<file path="src/rtl/dice_game_pkg.sv">
// Shared types for the dice turn sequencer: die colour codes, turn FSM states
// and the colour-to-step mapping.
package dice_game_pkg;

  typedef enum logic [1:0] {
    C_NONE  = 2'b00,
    C_RED   = 2'b01,
    C_GREEN = 2'b10,
    C_BLUE  = 2'b11
  } color_t;

  typedef enum logic [2:0] {
    S_IDLE       = 3'd0,
    S_WAIT_DICE  = 3'd1,
    S_MOVE       = 3'd2,
    S_WAIT_CLEAR = 3'd3,
    S_NEXT       = 3'd4,
    S_WIN        = 3'd5
  } turn_state_t;

  function automatic logic [1:0] color_to_steps(input color_t c);
    case (c)
      C_RED:   return 2'd1;
      C_GREEN: return 2'd2;
      C_BLUE:  return 2'd3;
      default: return 2'd0;
    endcase
  endfunction

endpackage

</file>
<file path="src/rtl/step_tick_timer.sv">
// Animation pacing counter: tick is high for one cycle every STEP_TICKS enabled cycles.
// Combinational tick off a registered count; clear has priority over en, no backpressure.
module step_tick_timer #(
  parameter int STEP_TICKS = 25000000
) (
  input  logic clk,
  input  logic reset,
  input  logic clear,
  input  logic en,
  output logic tick
);

  localparam int CNT_W = (STEP_TICKS > 1) ? $clog2(STEP_TICKS) : 1;
  localparam logic [CNT_W-1:0] TERM = CNT_W'(STEP_TICKS - 1);

  logic [CNT_W-1:0] cnt;

  always_ff @(posedge clk) begin
    if (reset || clear) begin
      cnt <= '0;
    end else if (en) begin
      cnt <= (cnt == TERM) ? '0 : cnt + 1'b1;
    end
  end

  assign tick = en && (cnt == TERM);

endmodule

</file>
<file path="src/rtl/dice_turn_sequencer.sv">
// Turn controller: die colour -> step count, paced token advance, turn hand-off and win detection.
// First square moves STEP_TICKS cycles after the roll; pulses arriving in states that do not expect them are dropped.
module dice_turn_sequencer
  import dice_game_pkg::*;
#(
  parameter int NUM_PLAYERS = 2,
  parameter int BOARD_LEN   = 30,
  parameter int STEP_TICKS  = 25000000,
  parameter int POS_W       = 5
) (
  input  logic                         clk,
  input  logic                         reset,
  input  logic                         start_game,
  input  logic [1:0]                   stable_color,
  input  logic                         result_ready,
  input  logic                         turn_end,
  output logic [1:0]                   cur_player,
  output logic [NUM_PLAYERS*POS_W-1:0] pos_flat,
  output logic [1:0]                   steps_left,
  output logic                         move_pulse,
  output logic [2:0]                   fsm_state,
  output logic                         game_over,
  output logic [1:0]                   winner
);

  localparam logic [POS_W-1:0] GOAL = POS_W'(BOARD_LEN - 1);

  turn_state_t      state;
  color_t           color;
  logic [POS_W-1:0] pos [NUM_PLAYERS];
  logic [POS_W-1:0] cur_pos;
  logic [POS_W-1:0] next_pos;
  logic             tick;

  assign color = color_t'(stable_color);

  always_comb begin
    cur_pos = '0;
    for (int p = 0; p < NUM_PLAYERS; p++) begin
      if (cur_player == 2'(p)) cur_pos = pos[p];
    end
    next_pos = cur_pos + 1'b1;
  end

  // Counter is held at zero outside MOVE so every move starts a full period.
  step_tick_timer #(
    .STEP_TICKS(STEP_TICKS)
  ) u_step_tick_timer (
    .clk  (clk),
    .reset(reset),
    .clear(state != S_MOVE),
    .en   (state == S_MOVE),
    .tick (tick)
  );

  always_ff @(posedge clk) begin
    if (reset) begin
      state      <= S_IDLE;
      cur_player <= '0;
      steps_left <= '0;
      move_pulse <= 1'b0;
      game_over  <= 1'b0;
      winner     <= '0;
      for (int p = 0; p < NUM_PLAYERS; p++) pos[p] <= '0;
    end else begin
      move_pulse <= 1'b0;
      case (state)
        S_IDLE, S_WIN: begin
          if (start_game) begin
            for (int p = 0; p < NUM_PLAYERS; p++) pos[p] <= '0;
            cur_player <= '0;
            winner     <= '0;
            game_over  <= 1'b0;
            state      <= S_WAIT_DICE;
          end
        end
        S_WAIT_DICE: begin
          if (result_ready && color != C_NONE) begin
            steps_left <= color_to_steps(color);
            state      <= S_MOVE;
          end
        end
        S_MOVE: begin
          if (tick) begin
            move_pulse <= 1'b1;
            for (int p = 0; p < NUM_PLAYERS; p++) begin
              if (cur_player == 2'(p)) pos[p] <= next_pos;
            end
            // Reaching the goal ends the game; leftover steps are discarded.
            if (next_pos == GOAL) begin
              winner     <= cur_player;
              game_over  <= 1'b1;
              steps_left <= '0;
              state      <= S_WIN;
            end else begin
              steps_left <= steps_left - 2'd1;
              if (steps_left == 2'd1) state <= S_WAIT_CLEAR;
            end
          end
        end
        S_WAIT_CLEAR: begin
          if (turn_end) state <= S_NEXT;
        end
        S_NEXT: begin
          cur_player <= (cur_player == 2'(NUM_PLAYERS - 1)) ? 2'd0 : cur_player + 2'd1;
          state      <= S_WAIT_DICE;
        end
        default: state <= S_IDLE;
      endcase
    end
  end

  always_comb begin
    pos_flat = '0;
    for (int p = 0; p < NUM_PLAYERS; p++) pos_flat[p*POS_W +: POS_W] = pos[p];
  end

  assign fsm_state = state;

endmodule
</file>
<file path="config.mk">
export PLATFORM = sky130hd
export DESIGN_NAME = dice_turn_sequencer
export DESIGN_NICKNAME = d
export VERILOG_FILES = /design/src/rtl/dice_game_pkg.sv /design/src/rtl/step_tick_timer.sv /design/src/rtl/dice_turn_sequencer.sv
export SDC_FILE = /design/constraint.sdc
export NUM_CORES = 1
export LEC_CHECK = 0
export ABC_CLOCK_PERIOD_IN_PS = 3100
export BUFFER_PORTS_ARGS = -buffer_cell sky130_fd_sc_hd__buf_4
export CORE_MARGIN = 1
export CORE_UTILIZATION = 51
export DETAILED_ROUTE_END_ITERATION = 8
export PLACE_DENSITY = 0.71
export SYNTH_ARGS = -nofsm -noshare
export SYNTH_HDL_FRONTEND = slang
export SYNTH_SLANG_ARGS = --single-unit
</file>
<file path="constraint.sdc">
create_clock -name clk -period 3.1 [get_ports clk]
set_input_delay 0.155 -clock clk [delete_from_list [all_inputs] [get_ports clk]]
set_output_delay 0.155 -clock clk [all_outputs]
set_load 0.02 [all_outputs]
</file>
After elaboration in Yosys (flattened, before gate mapping) --
Memories as Yosys holds them, arrays and structs flattened. Cells that the tools add are included.
Storage, ports and cells: bits in latches 0, RAM bits 10, bits in read-only memories 0, register bits after elaboration 36, memories kept 1, input bits 7
Memories:
- pos | depth 2, bits a word 5, read ports 2, clocked after Yosys merged registers in 0, write ports 2, RTL line dice_turn_sequencer.sv:30 | logic [POS_W-1:0] pos [NUM_PLAYERS];
Operators by class: order comparisons 0, $add $sub $neg 4, muxes and demuxes 46, eq/ne operators 19, bitwise logic cells 5, div/mod/pow operators 0, shift operators 0, reduce and logical (&&, ||, !) cells 15, $mul 0
Operator list (number):
- 5-bit 2-to-1 mux | 6
- 25-bit by 1-bit adder with 25-bit output, second input constant | 1
- 25-bit == test, second input constant | 1
- 25-bit 2-to-1 mux | 1
- 1-bit 2-to-1 mux | 20
- 3-bit 2-to-1 mux | 6
- 3-bit one-hot mux with 5 select lines | 1
- 2-bit 2-to-1 mux | 7
- 2-bit one-hot mux with 2 select lines | 3
- 2-bit != test, second input constant | 5
- 2-bit nonzero test | 4
- 2-bit by 1-bit == test with 1-bit output, second input constant | 3
- 3-bit by 2-bit == test with 1-bit output, second input constant | 2
- 3-bit == test, second input constant | 2
- 2-bit one-hot mux with 3 select lines | 1
- 5-bit by 1-bit adder with 5-bit output, second input constant | 1
- 5-bit == test, second input constant | 1
- 5-bit AND reduction | 1
- 2-bit == test, second input constant | 2
- 1-bit OR | 4
- 4-bit AND reduction | 1
- 2-bit OR reduction | 2
- 3-bit by 1-bit == test with 1-bit output, second input constant | 1
- 3-bit logical NOT | 1
- other kinds (11) | 12

Logic depth before layout (Yosys ltp) --
Gate-level depths: netlist of the first run.
depth after elaboration 8, gate-level depth with buffers 10

By module --
Synthesis of the first run repeated with hierarchy kept, for this count alone.
Unflattened totals: cell total of the unflattened synthesis 256, area total of the unflattened synthesis 2306.0 µm²
Modules (own cells, without submodules):
- step_tick_timer | sequential area each 500.5 µm², area an instance 1177.4 µm², instances 1, cells each 138
- dice_turn_sequencer | sequential area each 520.5 µm², area an instance 1128.6 µm², instances 1, cells each 118

Worst setup path after synthesis of the first run --
Ideal clock, no wire load.
path type register to register, start reg u_step_tick_timer.cnt[0], end mem pos[0][0], enable pin, slack 0.641 ns, required time 2.754 ns, arrival 2.113 ns, cell stages (with the launch flop) 9, clock period less this slack 2.459 ns, library setup time 0.346 ns, cells stage by stage dfxtp_1 > ha_1 > and4_1 > clkbuf_1 > nand4_1 > nor3_2 > or4b_1 > clkbuf_1 > o21ai_1
RTL lines:
- start, declared | RTL line step_tick_timer.sv:16 | logic [CNT_W-1:0] cnt;
- start signal, assigned | RTL line step_tick_timer.sv:22 | cnt <= (cnt == TERM) ? '0 : cnt + 1'b1;
- end, declared | RTL line dice_turn_sequencer.sv:30

==> flow_summary.yaml, run 1 <==
synth:
  synth_nets: 270
  ys_ff_latch: 46
  synth_cell_types: 50
  async_flop_share: 0
  ys_seq_area_frac: 0.436
  yosys_warnings: 0
  synth-main-ff-cell: "dfxtp_1"
  synth_edf_count: 10
  synth_top_area_cell: "dfxtp_1"
  synthTopCellsByCount: "dfxtp_1, nor2_1, xnor2_1"
  synthCells: 259
  syn_avg_cell_area_um2: 9.05
  synth.most_common_cell: "dfxtp_1"
  ys_top_cells_by_area: "dfxtp_1, edfxtp_1, xnor2_1"
  synth_top_area_share: 0.308
  syn_area_um2: 2340
clock_network:
  clock_latency_ns: 0.31
  postCtsSetupBuffers: 0
  cts-root-buf: "clkbuf_8"
  cts.sinks: 46
  tritoncts: "done"
  numCtsBuffers: 5
  ctsResizeCount: 0
  htreeDepth: 2
  ctsHoldBuffers: 0
  clk_path_buf_depth: 2
  clk_pin_slew_ns: 0.09
die:
  die_w_um: 69.8
  dieHeight_um: 69.8
  die_area_um2: 4870
  ios: 28
  core_um2: 4380
  num_rows: 24
  start_util: 0.535
global_route:
  grt_use_total: 0.209
  globalRoute.totalOverflow: 0
  grt_max_degree: 24
  antenna_found_initial: 0
  grt_pass1_wl_mm: 8.04
  grt_pass1_vias: 1693
critical_path:
  endpoint_kind: "flop"
  path_cells: "ha_1 > and4_1 > nand4_1 > nor3_2 > or4b_1 > o21ai_1"
  worst-path-max-fanout: 7
  critPathLaunchType: "flop"
  cp_slowest_cell: "or4b_1"
  worstPathArrival_ns: 2.67
  critPathRequiredTime_ns: 3.05
  critPathKind: "flop to flop"
  max_stage_delay_ns: 0.60
power_and_ir_drop:
  peakVddDrop_v: 0.000382
  design_power_total_mw: 1.57
  p_leak_nw: 0.889
  pwr_density_cell_nw_per_um2: 594
drt:
  vias_per_cell: 5.64
  drtIter0Drc: 203
  ant_nets: 0
  drtPass1Iterations: 4
  drc: 0
  wire_per_inst_um: 14.3
  num_vias: 1878
  wl_mm: 4.75
final_layout:
  fillers: 392
  final_cells: 333
  final_net_count: 291
  drive_gt1_frac: 0.157
  syn_to_final_growth_pct: 12.5
  n_antenna_cell: 0
run:
  cap_viol_max_count: 0
sta:
  fmax_ghz: 0.368
  tightestPinTransition_ns: 0.532
  min_period_ns: 2.72
  finalSetupViolations: 0
  holdWs_ns: 0.127
  skew_ns: 0.0121
  finalCritPeriodShare: 0.877
  finalHoldViolCount: 0
  relSlewSlack: 0.645
  rsz0062_at_grt: "no"
  slew_violations: 0
  setup_tns_ns: 0
placed_design:
  io_buffers: 27
  hpwlAfterDp_mm: 3.40
  dp.cells: 325
  gp_congestion: 0.795
hold_path:
  hp-class: "input port to flop"
status:
  status: "complete, no violations"
## layer usage
| metal | vias up | GRT usage | wire length [um] | share of wire |
|---|---|---|---|---|
| met5 | - | 0 | 0 | 0 |
| met4 | 0 | 0.0956 | 88 | 0.019 |
| met3 | 7 | 0.0451 | 213 | 0.045 |
| met2 | 47 | 0.298 | 2060 | 0.43 |
| met1 | 871 | 0.301 | 2390 | 0.50 |
| li1 | 953 | - | - | - |
## flip-flops by register name (all words and copies together) (netlist names)
name / flops
cur_player: 2
fsm_state: 3
game_over: 1
move_pulse: 1
pos: 10
steps_left: 2
u_step_tick_timer.cnt: 25
winner: 2
## power by group
part           switching, mW  total [mW]  internal [mW]
logic                  0.268       0.443          0.176
clock network          0.201       0.381          0.180
registers             0.0751       0.742          0.667
total                  0.544        1.57           1.02
## cells in the final DEF, fill, tap and decap left out, types with 3 or more instances in the layout
cell / netlist / layout
xor2_1: 9 / 9
o21ai_1: 3 / 3
a21oi_1: 11 / 11
nor2_1: 31 / 31
nand2_1: 15 / 15
or3_1: 4 / 4
nand2b_1: 3 / 3
nand4_1: 8 / 8
nor4_2: 3 / 3
nor2b_1: 3 / 3
ha_1: 4 / 4
edfxtp_1: 10 / 10
nor4_1: 5 / 5
nor3_1: 8 / 8
mux2i_1: 5 / 5
inv_1: 12 / 12
buf_4: 1 / 28
and4_1: 4 / 4
dfxtp_1: 36 / 36
nor3_2: 3 / 3
nand3_1: 15 / 15
xnor2_1: 17 / 17
o21ai_0: 5 / 5
clkbuf_8: 0 / 6
## metrics by stage
step / area [um^2] / setup slack (ns) / utilization
final: 2640 / 0.382 / 0.602
after floorplan: 2340 / 0.641 / -
after detailed placement: 2550 / 0.383 / 0.581
after global routing: 2640 / 0.172 / 0.602
after CTS: 2640 / 0.373 / 0.602
after global placement: 2550 / 0.496 / 0.581
## critical path: cells and delay by family (launching register included)
kind	cells	cell delay, ns
simple gates	4	1.36
fa+ha+maj	1	0.21
compound gates	1	0.44
flops	1	0.35
## cells by family after synthesis
group / count (synthesis) / share of synthesized area
buffers and inverters: 27 / 0.0518
xor gates and xnor gates: 26 / 0.0972
adders and majority gates: 4 / 0.0214
DFF: 46 / 0.436
and+or+nand+nor: 116 / 0.280
AOI/OAI and AO/OA: 35 / 0.0929
muxes: 5 / 0.0214
## final timing paths
kind                             from         end  slack [ns]  cells after the start
min reg2reg                 game_over   game_over        0.45                      2
max          u_step_tick_timer.cnt[0]   pos[0][4]        0.38                      6
min                             reset  move_pulse        0.13                      2
max reg2reg  u_step_tick_timer.cnt[0]   pos[0][4]        0.38                      6
## final cells by class
type	count	area [um^2]	share of cell area
repair buffers	28	210	0.0797
flip-flops and latches	46	1020	0.387
multi-input cells	186	1200	0.455
clock buffers	7	86.3	0.0327
inverters	13	48.8	0.0185
well taps	52	65.1	0.0247
clock inverters	1	5.00	0.00190
No activity file was read; power rests on OpenSTA's default activity.
==> inputs of run 2 (changes only) <==
SYNTH_HIERARCHICAL = 1   (was default)
==> run 2 against run 1 <==
- wire length increased by 3.6%
- critical path depth increased by 4
- register-to-register slack got worse by 0.14 ns
- flip-flop and latch count unchanged
- clock power increased by 14%
- design area increased by 2.4%
- worst setup slack got worse by 0.14 ns
- count of clock-buffer cells in the layout decreased by 2
- global-route usage increased by 0.94 points
- critical path type unchanged
- largest cell class unchanged
==> flow_summary.yaml, run 2 <==
status:
  status: "complete, no violations"
final_layout:
  final_common_cell: "nor2_1"
  fillers: 382
  n_antenna_cell: 0
  multi_input_area_um2: 1210
  layout.area.seq_um2: 1020
  mostFrequentLayoutCells: "nor2_1, dfxtp_1, buf_4, nand2_1"
  top_register: "u_step_tick_timer/cnt"
  largest_register_ffs: 25
  syn_to_final_growth_pct: 17.1
  final_net_count: 298
  drive_gt1_frac: 0.181
placed_design:
  hpwlAfterDp_mm: 3.56
  gp_congestion: 0.850
  io_buffers: 27
die:
  ios: 28
  dieHeight_um: 69.2
  die_area_um2: 4790
  num_rows: 24
  core_um2: 4350
  start_util: 0.530
  die_w_um: 69.2
clock_network:
  htreeDepth: 2
  cts-root-buf: "clkbuf_8"
  clock_latency_ns: 0.30
  numCtsBuffers: 5
  clk_path_buf_depth: 2
  clk_pin_slew_ns: 0.09
  cts.sinks: 46
  tritoncts: "done"
power_and_ir_drop:
  p_int_mw: 0.995
  pwr_density_cell_nw_per_um2: 512
  p_sw_frac: 0.280
  power_frac_clock: 0.314
  seqPwrFrac: 0.479
  p_leak_nw: 0.910
  p_comb_frac: 0.208
  p_switching_mw: 0.386
  peakVddDrop_v: 0.000243
synth:
  synth_nets: 267
  synth.most_common_cell: "nor2_1"
  syn_avg_cell_area_um2: 9.01
  ys_ff_latch: 46
  synthCells: 256
  synth_edf_count: 10
  synthTopCellsByCount: "nor2_1, dfxtp_1, nand2_1"
  async_flop_share: 0
  ys_seq_area_frac: 0.443
  yosys_warnings: 6
  synth_cell_types: 44
  synth-main-ff-cell: "dfxtp_1"
  synth_top_area_share: 0.313
  ys_top_cells_by_area: "dfxtp_1, edfxtp_1, nor2_1"
  synth_top_area_cell: "dfxtp_1"
  syn_area_um2: 2310
sta:
  finalSetupViolations: 0
  tightestPinTransition_ns: 0.671
  relSlewSlack: 0.549
  slew_violations: 0
  min_period_ns: 2.86
  finalCritPeriodShare: 0.923
  setup_tns_ns: 0
  finalHoldViolCount: 0
  rsz0062_at_grt: "no"
  holdWs_ns: 0.142
  skew_ns: 0.00719
  fmax_ghz: 0.350
critical_path:
  worstPathArrival_ns: 2.82
  rr_worst_depth: 10
  endpoint_kind: "flop"
  path_cells: "nor2b_1 > nand2b_1 > inv_2 > nand4_2 > or2_2 > nor3_1 > nand2_1 > nor3_1 > nor3_1 > nor2_1"
  crit_top_cell: "nor3_1"
  critPathLaunchType: "flop"
  cp_slowest_cell: "dfxtp_1"
  rrSetupSlack_ns: 0.24
  critPathRequiredTime_ns: 3.06
  worst-path-max-fanout: 9
  max_stage_delay_ns: 0.40
  critPathKind: "flop to flop"
drt:
  drtIter0Drc: 96
  wire_per_inst_um: 14.5
  wl_mm: 4.92
  vias_per_cell: 5.71
  drc: 0
  ant_nets: 0
  num_vias: 1940
  drtPass1Iterations: 5
global_route:
  grt_pass1_wl_mm: 8.50
  globalRoute.totalOverflow: 0
  grt_pass1_vias: 1796
  grt_max_degree: 25
  grt_use_total: 0.218
  antenna_found_initial: 0
hold_path:
  holdPathStages: 3
  hp-class: "input port to flop"
run:
  cap_viol_max_count: 0
run 2: cell types whose count changed after synthesis, sizes merged, moves of 5 or more:
cell and delta:
nand3b +6, o31ai +9, nand3 -10, nor2 +6, inv -5, or4 +8
run 2: cells by family (layout without fill, tap and decap cells):
| logic type | Yosys count | in the layout | share of synthesized area |
|---|---|---|---|
| adder cells (fa/ha/maj) | 4 | 4 | 0.0217 |
| XOR/XNOR | 18 | 18 | 0.0684 |
| buffers and inverters | 19 | 51 | 0.0369 |
| AO/OA/AOI/OAI | 41 | 41 | 0.115 |
| AND/OR/NAND/NOR | 120 | 120 | 0.280 |
| flip-flops | 46 | 46 | 0.443 |
| multiplexers | 8 | 8 | 0.0353 |
run 2: per-layer routing:
layer	wire [um]	track usage	vias to the layer above
li1	-	-	990
met1	2320	0.282	914
met2	2400	0.369	32
met3	159	0.0451	4
met4	38	0.0612	0
met5	0	0	-
run 2: final timing paths:
check | from | endpoint
worst max-delay path | fsm_state[2] | pos[0][9]
worst min-delay path | stable_color[0] | steps_left[0]
worst max register to register | fsm_state[2] | pos[0][9]
worst min register to register | game_over | game_over
run 2: power by group through the flow:
stage	logic, mW	registers (mW)	clock network [mW]
final	0.287	0.661	0.433
after global routing	0.315	0.665	0.472
after CTS	0.285	0.661	0.450
after detailed placement	0.283	0.675	0
after global placement	0.281	0.676	0
after floorplan	0.152	0.708	0
run 2: final cells by class:
| class | count | share of cell area |
|---|---|---|
| multi-input combinational | 191 | 0.448 |
| sequential | 46 | 0.378 |
| timing repair buffer | 36 | 0.100 |
| clock buffer | 5 | 0.0255 |
| tap | 52 | 0.0241 |
| clock inverter | 3 | 0.0148 |
| inverter | 7 | 0.00973 |
run 2: metrics by stage:
stage	setup WS [ns]	power, mW	cells	utilization	area, um^2
2_1_floorplan	0.138	0.860	256	-	2310
3_3_place_gp	0.452	0.957	332	0.594	2590
3_5_place_dp	0.211	0.959	332	0.594	2590
4_1_cts	0.191	1.40	340	0.619	2700
5_1_grt	0.00171	1.45	340	0.620	2700
6_report	0.240	1.38	340	0.620	2700
run 2: worst max-delay path, delay by kind of cell, from the launching register on:
kind          cells  cell delay, ns
buf+inv           1            0.09
simple gates      9            2.03
flops             1            0.40
run 2: what timing repair did:
action                     4_1_cts  5_1_grt
buffers inserted                 0        0
resized for setup                0        1
setup endpoints to repair        0        5
hold buffers                     0        0
